--- src/rtl/sd_cmd_responder.sv ---
`default_nettype none
// ============================================================================
// Module      : sd_cmd_responder
// Description : Card-side model of the SD CMD line. Receives 48-bit host
//               commands, validates CRC7/framing, decodes them for a card
//               data-path model and answers with R1, R3 or R7 responses.
// Revision    : 1.0 - initial release
// ============================================================================
module sd_cmd_responder #(
  parameter int unsigned NCR        = 2,
  parameter int unsigned ACMD41_BSY = 2,
  parameter logic [31:0] OCR        = 32'h40FF8000
) (
  input  logic        msoc_clk,
  input  logic        sys_rst,
  input  logic        sd_clk_en,
  input  logic        sd_cmd_i,
  output logic        sd_cmd_o,
  output logic        sd_cmd_oe,
  output logic        cmd_val,
  output logic [5:0]  cmd_idx,
  output logic [31:0] cmd_arg,
  output logic        cmd_app,
  output logic        crc_err,
  output logic        card_ready
);

  localparam int unsigned   WCW      = $clog2(NCR + 2);
  localparam logic [WCW-1:0] NCR_C   = WCW'(NCR);
  localparam int unsigned   BCW      = $clog2(ACMD41_BSY + 2);
  localparam logic [BCW-1:0] BSY_SAT = BCW'(ACMD41_BSY);

  typedef enum logic [2:0] {
    ST_IDLE  = 3'd0,
    ST_RX    = 3'd1,
    ST_CHECK = 3'd2,
    ST_WAIT  = 3'd3,
    ST_TX    = 3'd4
  } state_t;

  // CRC7, polynomial x^7 + x^3 + 1, zero initial value, over 40 bits MSB first
  function automatic logic [6:0] crc7_40(input logic [39:0] d);
    logic [6:0] c;
    logic       fb;
    c = 7'd0;
    for (int i = 39; i >= 0; i--) begin
      fb = d[i] ^ c[6];
      c  = {c[5:0], 1'b0};
      if (fb) c = c ^ 7'h09;
    end
    return c;
  endfunction

  state_t         state, state_nxt;
  logic [47:0]    rx_sr, rx_sr_nxt;
  logic [5:0]     rx_cnt, rx_cnt_nxt;
  logic [47:0]    tx_sr, tx_sr_nxt;
  logic [5:0]     tx_cnt, tx_cnt_nxt;
  logic [WCW-1:0] wait_cnt, wait_cnt_nxt;
  logic [BCW-1:0] busy_cnt, busy_cnt_nxt;
  logic           app_flag, app_flag_nxt;
  logic           com_crc_flag, com_crc_flag_nxt;
  logic           illegal_flag, illegal_flag_nxt;
  logic           card_ready_nxt;
  logic           sd_cmd_o_nxt, sd_cmd_oe_nxt;
  logic           cmd_val_nxt, crc_err_nxt, cmd_app_nxt;
  logic [5:0]     cmd_idx_nxt;
  logic [31:0]    cmd_arg_nxt;

  // decode of the received frame
  logic [5:0]  rx_idx;
  logic [31:0] rx_arg;
  logic        frame_ok;
  logic        acmd_idx;
  logic        is_acmd;
  logic        std_legal;
  logic        is_cmd55;
  logic        busy_ready;
  logic [31:0] r1_status;
  logic [39:0] r1_body;
  logic [39:0] r7_body;
  logic [47:0] r1_frame;
  logic [47:0] r7_frame;
  logic [47:0] r3_frame;

  // Frame validation, command classification and response assembly
  always_comb begin
    rx_idx   = rx_sr[45:40];
    rx_arg   = rx_sr[39:8];
    frame_ok = rx_sr[46] && rx_sr[0] && (crc7_40(rx_sr[47:8]) == rx_sr[7:1]);

    case (rx_idx)
      6'd6, 6'd41, 6'd51: acmd_idx = 1'b1;
      default:            acmd_idx = 1'b0;
    endcase
    // After CMD55, only defined application indices are decoded as ACMDs;
    // anything else falls back to the standard command set.
    is_acmd = app_flag && acmd_idx;

    case (rx_idx)
      6'd0, 6'd2, 6'd3, 6'd7, 6'd8, 6'd9, 6'd12, 6'd13,
      6'd16, 6'd17, 6'd18, 6'd24, 6'd25, 6'd55: std_legal = 1'b1;
      default:                                   std_legal = 1'b0;
    endcase

    is_cmd55   = !is_acmd && (rx_idx == 6'd55);
    busy_ready = (busy_cnt >= BSY_SAT);

    r1_status       = 32'd0;
    r1_status[23]   = com_crc_flag;
    r1_status[22]   = illegal_flag;
    r1_status[12:9] = card_ready ? 4'd4 : 4'd0;
    r1_status[8]    = card_ready;
    r1_status[5]    = is_cmd55;

    r1_body  = {2'b00, rx_idx, r1_status};
    r1_frame = {r1_body, crc7_40(r1_body), 1'b1};
    r7_body  = {2'b00, 6'd8, 20'h0, rx_arg[11:0]};
    r7_frame = {r7_body, crc7_40(r7_body), 1'b1};
    r3_frame = {2'b00, 6'h3F, busy_ready, OCR[30:0], 7'h7F, 1'b1};
  end

  // Next-state and output logic; every register holds unless its state acts
  always_comb begin
    state_nxt        = state;
    rx_sr_nxt        = rx_sr;
    rx_cnt_nxt       = rx_cnt;
    tx_sr_nxt        = tx_sr;
    tx_cnt_nxt       = tx_cnt;
    wait_cnt_nxt     = wait_cnt;
    busy_cnt_nxt     = busy_cnt;
    app_flag_nxt     = app_flag;
    com_crc_flag_nxt = com_crc_flag;
    illegal_flag_nxt = illegal_flag;
    card_ready_nxt   = card_ready;
    sd_cmd_o_nxt     = sd_cmd_o;
    sd_cmd_oe_nxt    = sd_cmd_oe;
    cmd_idx_nxt      = cmd_idx;
    cmd_arg_nxt      = cmd_arg;
    cmd_app_nxt      = cmd_app;
    cmd_val_nxt      = 1'b0;
    crc_err_nxt      = 1'b0;

    case (state)
      ST_IDLE: begin
        if (sd_clk_en && !sd_cmd_i) begin
          rx_sr_nxt  = {rx_sr[46:0], sd_cmd_i};
          rx_cnt_nxt = 6'd1;
          state_nxt  = ST_RX;
        end
      end

      ST_RX: begin
        if (sd_clk_en) begin
          rx_sr_nxt  = {rx_sr[46:0], sd_cmd_i};
          rx_cnt_nxt = rx_cnt + 6'd1;
          if (rx_cnt == 6'd47) state_nxt = ST_CHECK;
        end
      end

      ST_CHECK: begin
        state_nxt = ST_IDLE;
        // a strobe landing on this cycle already counts as the first gap bit
        wait_cnt_nxt = sd_clk_en ? WCW'(1) : '0;
        if (!frame_ok) begin
          crc_err_nxt      = 1'b1;
          com_crc_flag_nxt = 1'b1;
        end else begin
          cmd_val_nxt  = 1'b1;
          cmd_idx_nxt  = rx_idx;
          cmd_arg_nxt  = rx_arg;
          cmd_app_nxt  = is_acmd;
          app_flag_nxt = is_cmd55;
          if (!is_acmd && (rx_idx == 6'd0)) begin
            card_ready_nxt   = 1'b0;
            busy_cnt_nxt     = '0;
            com_crc_flag_nxt = 1'b0;
            illegal_flag_nxt = 1'b0;
            app_flag_nxt     = 1'b0;
          end else if (!is_acmd && !std_legal) begin
            illegal_flag_nxt = 1'b1;
          end else if (is_acmd && (rx_idx == 6'd41)) begin
            tx_sr_nxt = r3_frame;
            if (!busy_ready) busy_cnt_nxt = busy_cnt + 1'b1;
            if (busy_ready) card_ready_nxt = 1'b1;
            state_nxt = ST_WAIT;
          end else if (!is_acmd && (rx_idx == 6'd8)) begin
            tx_sr_nxt = r7_frame;
            state_nxt = ST_WAIT;
          end else begin
            // status flags are cleared once they have been reported
            tx_sr_nxt        = r1_frame;
            com_crc_flag_nxt = 1'b0;
            illegal_flag_nxt = 1'b0;
            state_nxt        = ST_WAIT;
          end
        end
      end

      ST_WAIT: begin
        if (sd_clk_en) begin
          if (wait_cnt == NCR_C) begin
            sd_cmd_o_nxt  = tx_sr[47];
            sd_cmd_oe_nxt = 1'b1;
            tx_sr_nxt     = {tx_sr[46:0], 1'b1};
            tx_cnt_nxt    = 6'd1;
            state_nxt     = ST_TX;
          end else begin
            wait_cnt_nxt = wait_cnt + 1'b1;
          end
        end
      end

      ST_TX: begin
        if (sd_clk_en) begin
          if (tx_cnt == 6'd48) begin
            sd_cmd_o_nxt  = 1'b1;
            sd_cmd_oe_nxt = 1'b0;
            state_nxt     = ST_IDLE;
          end else begin
            sd_cmd_o_nxt = tx_sr[47];
            tx_sr_nxt    = {tx_sr[46:0], 1'b1};
            tx_cnt_nxt   = tx_cnt + 6'd1;
          end
        end
      end

      default: begin
        state_nxt     = ST_IDLE;
        sd_cmd_o_nxt  = 1'b1;
        sd_cmd_oe_nxt = 1'b0;
      end
    endcase
  end

  // State and datapath registers with synchronous reset
  always_ff @(posedge msoc_clk) begin
    if (sys_rst) begin
      state        <= ST_IDLE;
      rx_sr        <= '0;
      rx_cnt       <= '0;
      tx_sr        <= '1;
      tx_cnt       <= '0;
      wait_cnt     <= '0;
      busy_cnt     <= '0;
      app_flag     <= 1'b0;
      com_crc_flag <= 1'b0;
      illegal_flag <= 1'b0;
      card_ready   <= 1'b0;
      sd_cmd_o     <= 1'b1;
      sd_cmd_oe    <= 1'b0;
      cmd_val      <= 1'b0;
      cmd_idx      <= '0;
      cmd_arg      <= '0;
      cmd_app      <= 1'b0;
      crc_err      <= 1'b0;
    end else begin
      state        <= state_nxt;
      rx_sr        <= rx_sr_nxt;
      rx_cnt       <= rx_cnt_nxt;
      tx_sr        <= tx_sr_nxt;
      tx_cnt       <= tx_cnt_nxt;
      wait_cnt     <= wait_cnt_nxt;
      busy_cnt     <= busy_cnt_nxt;
      app_flag     <= app_flag_nxt;
      com_crc_flag <= com_crc_flag_nxt;
      illegal_flag <= illegal_flag_nxt;
      card_ready   <= card_ready_nxt;
      sd_cmd_o     <= sd_cmd_o_nxt;
      sd_cmd_oe    <= sd_cmd_oe_nxt;
      cmd_val      <= cmd_val_nxt;
      cmd_idx      <= cmd_idx_nxt;
      cmd_arg      <= cmd_arg_nxt;
      cmd_app      <= cmd_app_nxt;
      crc_err      <= crc_err_nxt;
    end
  end

endmodule
`default_nettype wire

--- config.mk ---
export PLATFORM = sky130hd
export DESIGN_NAME = sd_cmd_responder
export DESIGN_NICKNAME = d
export VERILOG_FILES = /design/src/rtl/sd_cmd_responder.sv
export SDC_FILE = /design/constraint.sdc
export NUM_CORES = 1
export LEC_CHECK = 0
export CORE_MARGIN = 2
export CORE_UTILIZATION = 55
export CTS_BUF_LIST = sky130_fd_sc_hd__clkbuf_8
export CTS_CLUSTER_DIAMETER = 60
export DETAILED_ROUTE_END_ITERATION = 6
export PLACE_DENSITY = 0.74
export SYNTH_ARGS = -nofsm -noshare
export SYNTH_HDL_FRONTEND = slang
export SYNTH_SLANG_ARGS = --single-unit
--- constraint.sdc ---
create_clock -name msoc_clk -period 3.63 [get_ports msoc_clk]
set_input_delay 0.726 -clock msoc_clk [delete_from_list [all_inputs] [get_ports msoc_clk]]
set_output_delay 0.726 -clock msoc_clk [all_outputs]
set_load 0.03 [all_outputs]
; ---- Yosys cells after proc, flatten, opt, wreduce, memory -nomap -nowiden
; Memory sizes are Yosys's and may differ from the RTL's. A register that Yosys moved wholly into a read port is not among the register bits.
; Cells that the tools add are included.
; Widths: inputs -> output; s select.
[classes]
add_sub_neg = 4
muxes = 158
bitwise_logic = 152
order_cmp = 1
div = 0
reduce_logical = 35
shifts = 0
n_eq_ne = 32
n_mul = 0
[op_table]
columns = op, count
row1 = $mux 48, 9
row2 = $mux 4, 90
row3 = $not 2->2, 87
row4 = $pmux 48 s3, 1
row5 = $pmux 48 s2, 1
row6 = $mux 46, 2
row7 = $xor 1x1->1, 53
row8 = $mux 6, 8
row9 = $eq 6x6->1 const B, 5
row10 = $ne 2x2->1 const B, 13
row11 = $mux 1, 24
row12 = $mux 3, 8
row13 = $pmux 6 s2, 2
row14 = $reduce_and 5->1, 4
row15 = $mux 2, 9
row16 = $ne 3x3->1 const B, 5
row17 = $pmux 3 s5, 1
row18 = $add 6x1->6 const B, 2
row19 = $reduce_and 4->1, 3
row20 = $reduce_bool 2->1, 5
row21 = $logic_and 1x1->1, 9
row22 = $xor 1x1->1 const B, 9
row23 = $reduce_and 8->1, 1
row24 = $eq 7x7->1, 1
row25 = other kinds (22), 30
[word_totals]
wordCells = 401
ram_bits = 0
inputBits = 4
memories = 1
latchBits = 0
reg_bits = 162
rom_bits = 64
out_inout_bits = 44
[mem_list]
columns = name, depth, width, read_ports, rd_ports_with_merged_regs, wr, line
row1 = (name not given), 64, 1, 1, 1, 0, 100  ; case (rx_idx)

; ---- Logic depth before layout (Yosys ltp)
; Gate-level depths: netlist of run 1.
[depth]
ltp_word = 83
mapped_depth = 13
mapped_depth_nobuf = 11

; ---- Worst setup path before layout of run 1
; No wires, ideal clock.
[synth_path]
path_kind = register to register
startpoint = register rx_sr[41]
endpoint = register app_flag
setup_time_ns = 0.123
path_slack_ns = 0.310
stages_incl_launch_ff = 11
synth_period_minus_slack_ns = 3.320
t_arrival_ns = 3.197
path_buffers = 1
cell_sequence = dfxtp_1 xnor2_1 xor3_2 xnor3_1 xnor3_1 nor4b_1 mux2i_1 and2_1 buf_6 nor3_4 mux2_1
[synth_via]
elab_chain_cells = 33
word_cells_on_any_way = 96
classes_between = 5 x eq/ne / 36 x mux / 47 x bitwise / 8 x reduce/logical
[synth_rtl]
columns = element, line
row1 = "start, declared", 55  ; logic [47:0] rx_sr, rx_sr_nxt;
row2 = "start signal, assigned", 259  ; rx_sr <= rx_sr_nxt;
row3 = $xor 1x1->1, 47  ; fb = d[i] ^ c[6];
row4 = $mux 4 (3 in a row), 49  ; if (fb) c = c ^ 7'h09;
row5 = $not 2->2 (no line), --
row6 = $mux 4, 49
row7 = $xor 1x1->1, 47
row8 = $mux 4 (3 in a row), 49
row9 = $not 2->2 (no line), --
row10 = $mux 4, 49
row11 = [11 not listed], --
row12 = $mux 4, 49
row13 = $xor 1x1->1, 47
row14 = $mux 4 (3 in a row), 49
row15 = $not 2->2 (no line), --
row16 = $mux 4, 49
row17 = $eq 7x7->1, 90  ; frame_ok = rx_sr[46] && rx_sr[0] && (crc7_40(rx_sr[47:8]) == rx_sr[7:1]);
row18 = $logic_and 1x1->1, 90
row19 = $reduce_and 2->1 (no line), --
row20 = "end signal, assigned", 265  ; app_flag <= app_flag_nxt;
row21 = "end, declared", 61  ; logic app_flag, app_flag_nxt;
; Several ways; a longest one is shown, not always the timed one.
; A chain may end at the register's enable or synchronous reset.

; ---- Worst setup path after layout of run 1
[layout_path]
startpoint = register rx_sr[45]
endpoint = register cmd_app
[layout_via]
elab_chain_cells = 37
word_cells_on_any_way = 102
classes_between = 4 x eq/ne / 39 x mux / 55 x bitwise / 4 x reduce/logical
[layout_rtl]
columns = element, line
row1 = $xor 1x1->1, 47
row2 = $mux 4 (3 in a row), 49
row3 = $not 2->2 (no line), --
row4 = $mux 4, 49
row5 = $xor 1x1->1, 47
row6 = $mux 4 (3 in a row), 49
row7 = $not 2->2 (no line), --
row8 = $mux 4, 49
row9 = [13 not listed], --
row10 = $mux 4 (3 in a row), 49
row11 = $not 2->2 (no line), --
row12 = $mux 4, 49
row13 = $xor 1x1->1, 47
row14 = $mux 4 (3 in a row), 49
row15 = $eq 7x7->1, 90
row16 = $logic_and 1x1->1, 90
row17 = $reduce_and 2->1 (no line), --
row18 = "end signal, assigned", 274  ; cmd_app <= cmd_app_nxt;
row19 = "end, declared", 23  ; output logic cmd_app,
; Several ways; a longest one is shown, not always the timed one.

==> results of run 1 <==
power by group:
group | internal [W] | leakage [nW] | switching (W) | total, W
sequential | 0.00178 | 1.31 | 0.00000725 | 0.00179
clock | 0.000747 | 0.221 | 0.000682 | 0.00143
combinational | 0.0000280 | 1.93 | 0.0000800 | 0.000108
cell families (layout without fill, tap and decap cells):
family                   count (synthesis)  in the layout
XOR/XNOR                               103            103
multiplexers                            21             21
AO/OA/AOI/OAI                          270            270
AND/OR/NAND/NOR                        298            298
adder cells (fa/ha/maj)                  8              8
buffers and inverters                  104            129
flip-flops                             162            162
critical path, stage by stage, from the launching register on:
cell and delay [ns]:
dfxtp_2 0.38, xnor2_1 0.26, xor3_2 0.45, xnor3_1 0.39
xnor3_1 0.44, nor4b_1 0.36, mux2i_1 0.19, and2_2 0.27
buf_12 0.18, nor4_1 0.30, nor3_1 0.07
placed cells by master, fill, tap and decap left out, types with 14 or more instances in the layout:
cell,instances
dfxtp_1,159
nand2_1,132
a21oi_1,118
nor2_1,56
xnor2_1,50
nand4_1,47
clkdlybuf4s50_1,46
o31ai_1,41
buf_4,37
xor2_1,29
o21ai_1,19
mux2i_1,18
o211ai_1,18
clkbuf_8,17
a211oi_1,15
xnor3_1,14
sequential cells by signal (all words and copies together), names as in the netlist:
register      flops
cmd_app           1
illegal_flag      1
std_legal         1
state             3
crc_err           1
com_crc_flag      1
cmd_val           1
sd_cmd_oe         1
card_ready        1
tx_cnt            6
rx_sr            48
tx_sr            47
wait_cnt          2
cmd_idx           6
app_flag          1
busy_cnt          2
rx_cnt            6
sd_cmd_o          1
cmd_arg          32
layer usage:
metal  global-route usage  share of wire
met1               0.3381           0.46
met2               0.4197           0.48
met4              0.08145          0.017
met5                    0              0
met3              0.05402          0.046
area by class of cell:
class                      instances  share of cell area
sequential                       162              0.3447
clock buffer                      17             0.02484
timing repair buffer              86             0.08475
clock inverter                    15             0.02059
inverter                          11            0.004384
multi-input combinational        700              0.4957
tap                              188             0.02497
Yosys cell counts, types with 3 or more instances:
cell / number / share of area
xor2_1: 29 / 0.030
buf_2: 15 / 0.0090
xnor2_1: 52 / 0.055
a21o_1: 5 / 0.0045
or2_2: 3 / 0.0022
and2_1: 6 / 0.0045
o211ai_1: 18 / 0.016
buf_1: 3 / 0.0013
nor4_1: 6 / 0.0045
o21ai_0: 13 / 0.0078
clkbuf_1: 66 / 0.030
mux2i_1: 19 / 0.023
nand2_1: 132 / 0.059
a221o_1: 11 / 0.013
o21ai_1: 19 / 0.011
buf_6: 7 / 0.0094
nor2_1: 58 / 0.026
nand4_1: 47 / 0.035
ha_1: 8 / 0.012
a21oi_1: 119 / 0.071
o22ai_1: 10 / 0.0075
dfxtp_1: 162 / 0.39
xor3_1: 3 / 0.0085
a211oi_1: 15 / 0.013
inv_1: 10 / 0.0045
nand3_1: 11 / 0.0066
o31ai_1: 41 / 0.037
a31oi_1: 4 / 0.0030
nor3_1: 6 / 0.0036
and3_1: 3 / 0.0022
xnor3_1: 14 / 0.038
or3_1: 5 / 0.0037
nand2b_1: 6 / 0.0045
metrics by stage:
stage | cell area [sq um] | TNS [ns]
detailed placement | 8959 | 0
finish | 9419 | 0
global placement | 8959 | 0
floorplan | 8344 | 0
global route | 9419 | -0.04497
CTS | 9387 | 0
path summary, 6_finish.rpt:
| path | cells after the start | from | slack [ns] | endpoint |
|---|---|---|---|---|
| setup / recovery | 10 | rx_sr[45] | 0.13 | cmd_app |
| setup reg to reg | 10 | rx_sr[45] | 0.13 | cmd_app |
| hold / removal | 2 | cmd_arg[22] | 0.48 | cmd_arg[22] |
| hold reg to reg | 2 | cmd_arg[22] | 0.48 | cmd_arg[22] |
==> results.json, run 1 <==
{
  "die_y_microns": 127.2,
  "synth.distinct_cells": 66,
  "drv_cap": 0,
  "clockBufferDepth": 2,
  "ys_seq_elements": 162,
  "ios": 48,
  "slew_headroom": 0.4860,
  "maxSlewViolCount": 0,
  "finalWorstSetupSlack_ns": 0.1343,
  "die_x_microns": 127.2,
  "diodes": 0,
  "wl_per_cell_microns": 16.98,
  "total_power_w": 0.003324,
  "cts_setup_buffers": 0,
  "avgViaCountPerCell": 5.908,
  "grt_max_degree": 78,
  "first_global_vias": 6481,
  "synth_top_family_by_area": "compound AO/OA/AOI/OAI gates",
  "setup_viol": 0,
  "grt_use_total": 0.2551,
  "drive_gt1_frac": 0.1009,
  "synth_compound_area_frac": 0.2014,
  "skew_ns": 0.01618,
  "drc": 0,
  "postSynth.asyncResetShare": 0,
  "synth_area_sq_um": 8344,
  "tightest_slew_ns": 0.7710,
  "critPathMaxFanout": 39,
  "finish.utilization": 0.6266,
  "p_leak_nw": 3.464,
  "cts_buffers": 17,
  "start_kind": "register",
  "grt_pass1_wl_microns": 33420,
  "regArea_sq_um": 3247,
  "cts_resized": 0,
  "seq_area_frac_synth": 0.3887,
  "syn_nets": 978,
  "start_util": 0.5551,
  "muxShareOfSynthArea": 0.02684,
  "worstPathRequired_ns": 3.93,
  "fin_nets": 990,
  "syn_inst": 966,
  "vdd_ir_drop_max_uv": 340.8,
  "grt-ovfl-total": 0,
  "hpwlAfterDp_microns": 13390,
  "synth_warnings": 0,
  "clk_latency_ns": 0.46,
  "critPathKind": "reg2reg",
  "coreArea_sq_um": 15030,
  "die_area_sq_um": 16170,
  "fmax_ghz": 0.2861,
  "multi_input_area_sq_um": 4669,
  "synth_xor_area_frac": 0.1457,
  "clk_pin_slew_worst_paths_ns": 0.09,
  "ys.flop_type": "dfxtp_1",
  "arrival_ns": 3.80,
  "dp.cells": 1147,
  "synth.avg_cell_area_sq_um": 8.638,
  "ant_nets": 0,
  "wirelength_microns": 20020,
  "synthSimpleGateAreaFrac": 0.1691,
  "antenna_found_initial": 0,
  "htreeDepth": 4,
  "synth_edf_count": 0,
  "hold_path.class": "reg2reg",
  "fin_crit_sh": 0.9630,
  "holdWs_ns": 0.4758,
  "cts_hold_buf": 0,
  "cts-root-buf": "clkbuf_8",
  "cp-end-kind": "register",
  "powerDensity_nw_per_um2": 352.9,
  "area_growth_pct": 12.88,
  "numClockSinks": 162,
  "portBuffers": 47,
  "vias": 6965,
  "drtIter0Drc": 472,
  "synthAdderAreaFrac": 0.01200,
  "report.final.hold_viol_count": 0,
  "finalWeightedCongestion": 0.8592,
  "status": "finished, final reports clean",
  "instances_no_fill": 1179,
  "first_pass_iters": 5,
  "fp-row-count": 45,
  "fin_crit_ns": 3.496,
  "cts_tree": "yes",
  "pre_cts_ws_ns": 0.1465,
  "fillerInstances": 1292
}
(Power assumes the default switching activity.)
==> inputs of run 2 (changes only) <==
--- a/config.mk
+++ b/config.mk
@@ -10,6 +10,7 @@
 export CTS_BUF_LIST = sky130_fd_sc_hd__clkbuf_8
 export CTS_CLUSTER_DIAMETER = 60
 export DETAILED_ROUTE_END_ITERATION = 6
+export MAX_ROUTING_LAYER = met4
 export PLACE_DENSITY = 0.74
 export SYNTH_ARGS = -nofsm -noshare
 export SYNTH_HDL_FRONTEND = slang
==> results.json, run 2 (synthesis gave the netlist of run 1 again) <==
{
  "r2r_setup_slack_ns": 0.14,
  "cp-end-kind": "register",
  "clockBufferDepth": 2,
  "vdd_ir_drop_max_uv": 338.7,
  "portBuffers": 47,
  "tightest_slew_ns": 0.7537,
  "crit_family": "XOR/XNOR gates",
  "crit_top_cell": "xnor3_1",
  "finalWorstSetupSlack_ns": 0.1379,
  "antenna_found_initial": 0,
  "cts_buffers": 17,
  "setup_viol": 0,
  "die_area_sq_um": 16170,
  "arrival_ns": 3.80,
  "instances_no_fill": 1179,
  "cts_hold_buf": 0,
  "r2r-start": "rx_sr[45]",
  "slowest_stage": "xor3_2",
  "grt_max_degree": 78,
  "drv_cap": 0,
  "min-delay-start": "tx_sr[12]",
  "hold_path.class": "reg2reg",
  "start_util": 0.5551,
  "status": "finished, final reports clean",
  "critPathKind": "reg2reg",
  "timing.critical_path.buf_inv": 1,
  "area_growth_pct": 12.88,
  "avgViaCountPerCell": 5.945,
  "switching_share": 0.2312,
  "maxSlewViolCount": 0,
  "grt_use_total": 0.2625,
  "first_global_vias": 6492,
  "clk_pin_slew_worst_paths_ns": 0.09,
  "htreeDepth": 4,
  "coreArea_sq_um": 15030,
  "drc": 0,
  "cts_setup_buffers": 0,
  "dp.cells": 1147,
  "slew_headroom": 0.4975,
  "slowest_delay_ns": 0.45,
  "r2r-end": "cmd_app",
  "finalWeightedCongestion": 0.8729,
  "combPwrFrac": 0.032,
  "wirelength_microns": 20010,
  "cts-root-buf": "clkbuf_8",
  "powerDensity_nw_per_um2": 352.9,
  "ios": 48,
  "final_cell_mix": "159 x dfxtp_1, 132 x nand2_1, 118 x a21oi_1",
  "path_cells": "xnor2_1, xor3_2, xnor3_1, xnor3_1, nor4b_1, mux2i_1, and2_2, buf_12, nor4_1, nor3_1",
  "fin_nets": 990,
  "p_leak_nw": 3.464,
  "total_power_w": 0.003324,
  "start_kind": "register",
  "fin_crit_sh": 0.9620,
  "hpwlAfterDp_microns": 13390,
  "die_x_microns": 127.2,
  "reg.largest.list": "rx_sr x48, tx_sr x47, cmd_arg x32",
  "critPathMaxFanout": 39,
  "cp-startpoint": "rx_sr[45]",
  "skew_ns": 0.01435,
  "fp-row-count": 45,
  "hold_path_end": "tx_sr[13]",
  "pre_cts_ws_ns": 0.1465,
  "layout.cells.most_common": "dfxtp_1",
  "p_seq_frac": 0.538,
  "vias": 7009,
  "report.final.hold_viol_count": 0,
  "grt-ovfl-total": 0,
  "fin_crit_ns": 3.492,
  "first_pass_iters": 5,
  "holdPathStages": 2,
  "reg2regPathDepth": 10,
  "worstPathRequired_ns": 3.94,
  "holdWs_ns": 0.4722,
  "numClockSinks": 162,
  "largest_register_ffs": 48,
  "clk_latency_ns": 0.46,
  "switchingPower_w": 0.0007685,
  "drtIter0Drc": 524,
  "fmax_ghz": 0.2864,
  "grt_pass1_wl_microns": 33430,
  "ant_nets": 0,
  "wl_per_cell_microns": 16.97,
  "pwr-share-clk": 0.430,
  "top_register": "rx_sr",
  "die_y_microns": 127.2,
  "p_int_w": 0.002555,
  "drive_gt1_frac": 0.1009,
  "diodes": 0,
  "cts_tree": "yes"
}
==> run 2: cell counts in the layout (fill, tap and decap cells not counted) <==
Identical to the previous run, type by type.
==> run 2: worst max-delay path by stage <==
stage,to,slack (ns),cells after the start
2_1_floorplan,app_flag,0.31,10
3_3_place_gp,tx_sr[19],0.21,9
3_5_place_dp,cmd_arg[12],0.15,10
4_1_cts,cmd_arg[12],0.11,10
5_1_grt,cmd_arg[12],-0.02,10
6_report,cmd_app,0.14,10
==> run 2: stage by stage <==
step                area [sq um]  utilization  setup TNS, ns
finish                      9419       0.6266              0
global route                9419       0.6266       -0.04341
CTS                         9387       0.6244              0
detailed placement          8959       0.5959              0
global placement            8959       0.5959              0
floorplan                   8344            -              0
==> run 2: metal layers <==
metal  vias to the layer above  share of wire  track usage  wire length, microns
met3                        26          0.045      0.05235                   903
met1                      3323           0.46       0.3384                  9179
met5                         -              0            -                     0
met4                         0          0.016      0.08145                   321
li1                       3471              -            -                     -
met2                       189           0.48       0.4200                  9608
==> run 2: cell type report <==
cell class | count | area, sq um
multi-input combinational | 700 | 4669
clock inverter | 15 | 193.9
tap | 188 | 235.2
inverter | 11 | 41.29
sequential | 162 | 3247
timing repair buffer | 86 | 798.3
clock buffer | 17 | 234.0
fill | 1292 | 5614
==> run 2: tightest hold or removal path: cells and delay by family, from the launching register on <==
| kind | cells | cell delay (ns) |
|---|---|---|
| simple gates | 1 | 0.06 |
| compound gates | 1 | 0.06 |
| flops | 1 | 0.33 |
==> run 2: power groups by stage <==
stage               combinational [W]  sequential, W  clock [W]
floorplan                   0.0000844        0.00183          0
global placement             0.000107        0.00183          0
detailed placement           0.000107        0.00183          0
CTS                          0.000107        0.00179    0.00144
global route                 0.000120        0.00179    0.00152
finish                       0.000108        0.00179    0.00143
==> run 2: timing repair <==
action / CTS / global route
setup endpoints to repair: 0 / 47
resized for setup: 0 / 9
endpoints found under the hold margin: 0 / 0
==> inputs of run 3 (changes only) <==
--- a/config.mk
+++ b/config.mk
@@ -12,6 +12,8 @@
 export DETAILED_ROUTE_END_ITERATION = 6
 export MAX_ROUTING_LAYER = met4
 export PLACE_DENSITY = 0.74
+export SETUP_SLACK_MARGIN = 0.1
+export SKIP_LAST_GASP = 1
 export SYNTH_ARGS = -nofsm -noshare
 export SYNTH_HDL_FRONTEND = slang
 export SYNTH_SLANG_ARGS = --single-unit
==> results.json, run 3 (synthesis gave the netlist of run 1 again) <==
{
  "area_growth_pct": 13.71,
  "grt-ovfl-total": 0,
  "grt_use_total": 0.2625,
  "first_pass_iters": 5,
  "vias": 7042,
  "finalWeightedCongestion": 0.8729,
  "fmax_ghz": 0.2943,
  "maxSlewViolCount": 0,
  "htreeDepth": 4,
  "wirelength_microns": 20150,
  "grt_max_degree": 78,
  "switching_share": 0.2299,
  "slew_headroom": 0.4992,
  "report.final.hold_viol_count": 0,
  "setup_viol": 0,
  "p_leak_nw": 3.504,
  "die_y_microns": 127.2,
  "diodes": 0,
  "critPathKind": "reg2reg",
  "final_cell_mix": "158 x dfxtp_1, 132 x nand2_1, 118 x a21oi_1",
  "die_area_sq_um": 16170,
  "ant_nets": 0,
  "pwr-share-clk": 0.429,
  "numClockSinks": 162,
  "fin_nets": 994,
  "ios": 48,
  "fin_crit_sh": 0.9362,
  "layout.cells.most_common": "dfxtp_1",
  "tightest_slew_ns": 0.7511,
  "skew_ns": 0.01469,
  "drv_cap": 0,
  "hold_path.class": "reg2reg",
  "combPwrFrac": 0.033,
  "coreArea_sq_um": 15030,
  "die_x_microns": 127.2,
  "status": "finished, final reports clean",
  "largest_register_ffs": 48,
  "rsz0062_at_grt": "no",
  "antenna_found_initial": 0,
  "worstPathRequired_ns": 3.94,
  "wl_per_cell_microns": 17.03,
  "fp-row-count": 45,
  "tns_ns": 0,
  "drtIter0Drc": 484,
  "avgViaCountPerCell": 5.953,
  "vdd_ir_drop_max_uv": 338.8,
  "clk_latency_ns": 0.45,
  "p_int_w": 0.002555,
  "first_global_vias": 6492,
  "grt_pass1_wl_microns": 33430,
  "cp-end-kind": "register",
  "portBuffers": 47,
  "hpwlAfterDp_microns": 13390,
  "cts-root-buf": "clkbuf_8",
  "arrival_ns": 3.70,
  "powerDensity_nw_per_um2": 349.7,
  "drc": 0,
  "dp.cells": 1147,
  "clockBufferDepth": 2,
  "fin_crit_ns": 3.398,
  "start_util": 0.5551,
  "p_seq_frac": 0.539,
  "critPathMaxFanout": 39,
  "start_kind": "register",
  "top_register": "rx_sr",
  "switchingPower_w": 0.0007629,
  "instances_no_fill": 1183,
  "cts_tree": "yes",
  "drive_gt1_frac": 0.1116,
  "cts_buffers": 17,
  "reg.largest.list": "rx_sr x48, tx_sr x47, cmd_arg x32",
  "clk_pin_slew_worst_paths_ns": 0.09
}
-- run 3: cell type report --
| type | count | area, sq um |
|---|---|---|
| inverter | 11 | 41.29 |
| clock inverter | 15 | 193.9 |
| sequential | 162 | 3248 |
| tap | 188 | 235.2 |
| timing repair buffer | 90 | 832.0 |
| fill | 1285 | 5545 |
| multi-input combinational | 700 | 4703 |
| clock buffer | 17 | 234.0 |
-- run 3: worst paths after layout --
path	depth (start not counted)	end	slack, ns	startpoint
max	10	cmd_app	0.23	rx_sr[46]
min	2	cmd_arg[22]	0.48	cmd_arg[22]
min reg2reg	2	cmd_arg[22]	0.48	cmd_arg[22]
max reg2reg	10	cmd_app	0.23	rx_sr[46]
-- run 3: worst max-delay path: stages, from the launching register on --
cell and delay, ns:
dfxtp_1 0.45, xnor2_2 0.17, xor3_1 0.40, xnor3_1 0.44
xnor3_2 0.48, nor4b_2 0.29, mux2i_1 0.16, and2_2 0.26
buf_12 0.18, nor4_1 0.30, nor3_1 0.07
-- run 3: power groups by stage --
stage / clock network (W) / registers (W) / logic [W]
after floorplan: 0 / 0.00183 / 0.0000844
after global placement: 0 / 0.00183 / 0.000107
after detailed placement: 0 / 0.00183 / 0.000107
after CTS: 0.00144 / 0.00179 / 0.000107
after global routing: 0.00152 / 0.00179 / 0.000120
final: 0.00142 / 0.00179 / 0.000108
-- run 3: metal layers --
layer / track usage / wire length, microns
met1: 0.3384 / 9124
met5: - / 0
met3: 0.05235 / 981
met4: 0.08145 / 352
met2: 0.4200 / 9690
-- run 3: per-stage QoR --
stage	hold slack, ns	instance area (sq um)	worst slack (ns)	util	total power, W
3_3_place_gp	0.4473	8959	0.2138	0.5959	0.001937
2_1_floorplan	0.4360	8344	0.3099	-	0.001911
3_5_place_dp	0.4577	8959	0.1465	0.5959	0.001937
6_report	0.4764	9488	0.2315	0.6311	0.003318
4_1_cts	0.4744	9387	0.1081	0.6244	0.003340
5_1_grt	0.4990	9488	0.09442	0.6311	0.003429
-- run 3: what timing repair did --
item,4_1_cts,5_1_grt
buffers inserted,0,4
resized for setup,0,17
setup endpoints to repair,0,70
hold buffers,0,0
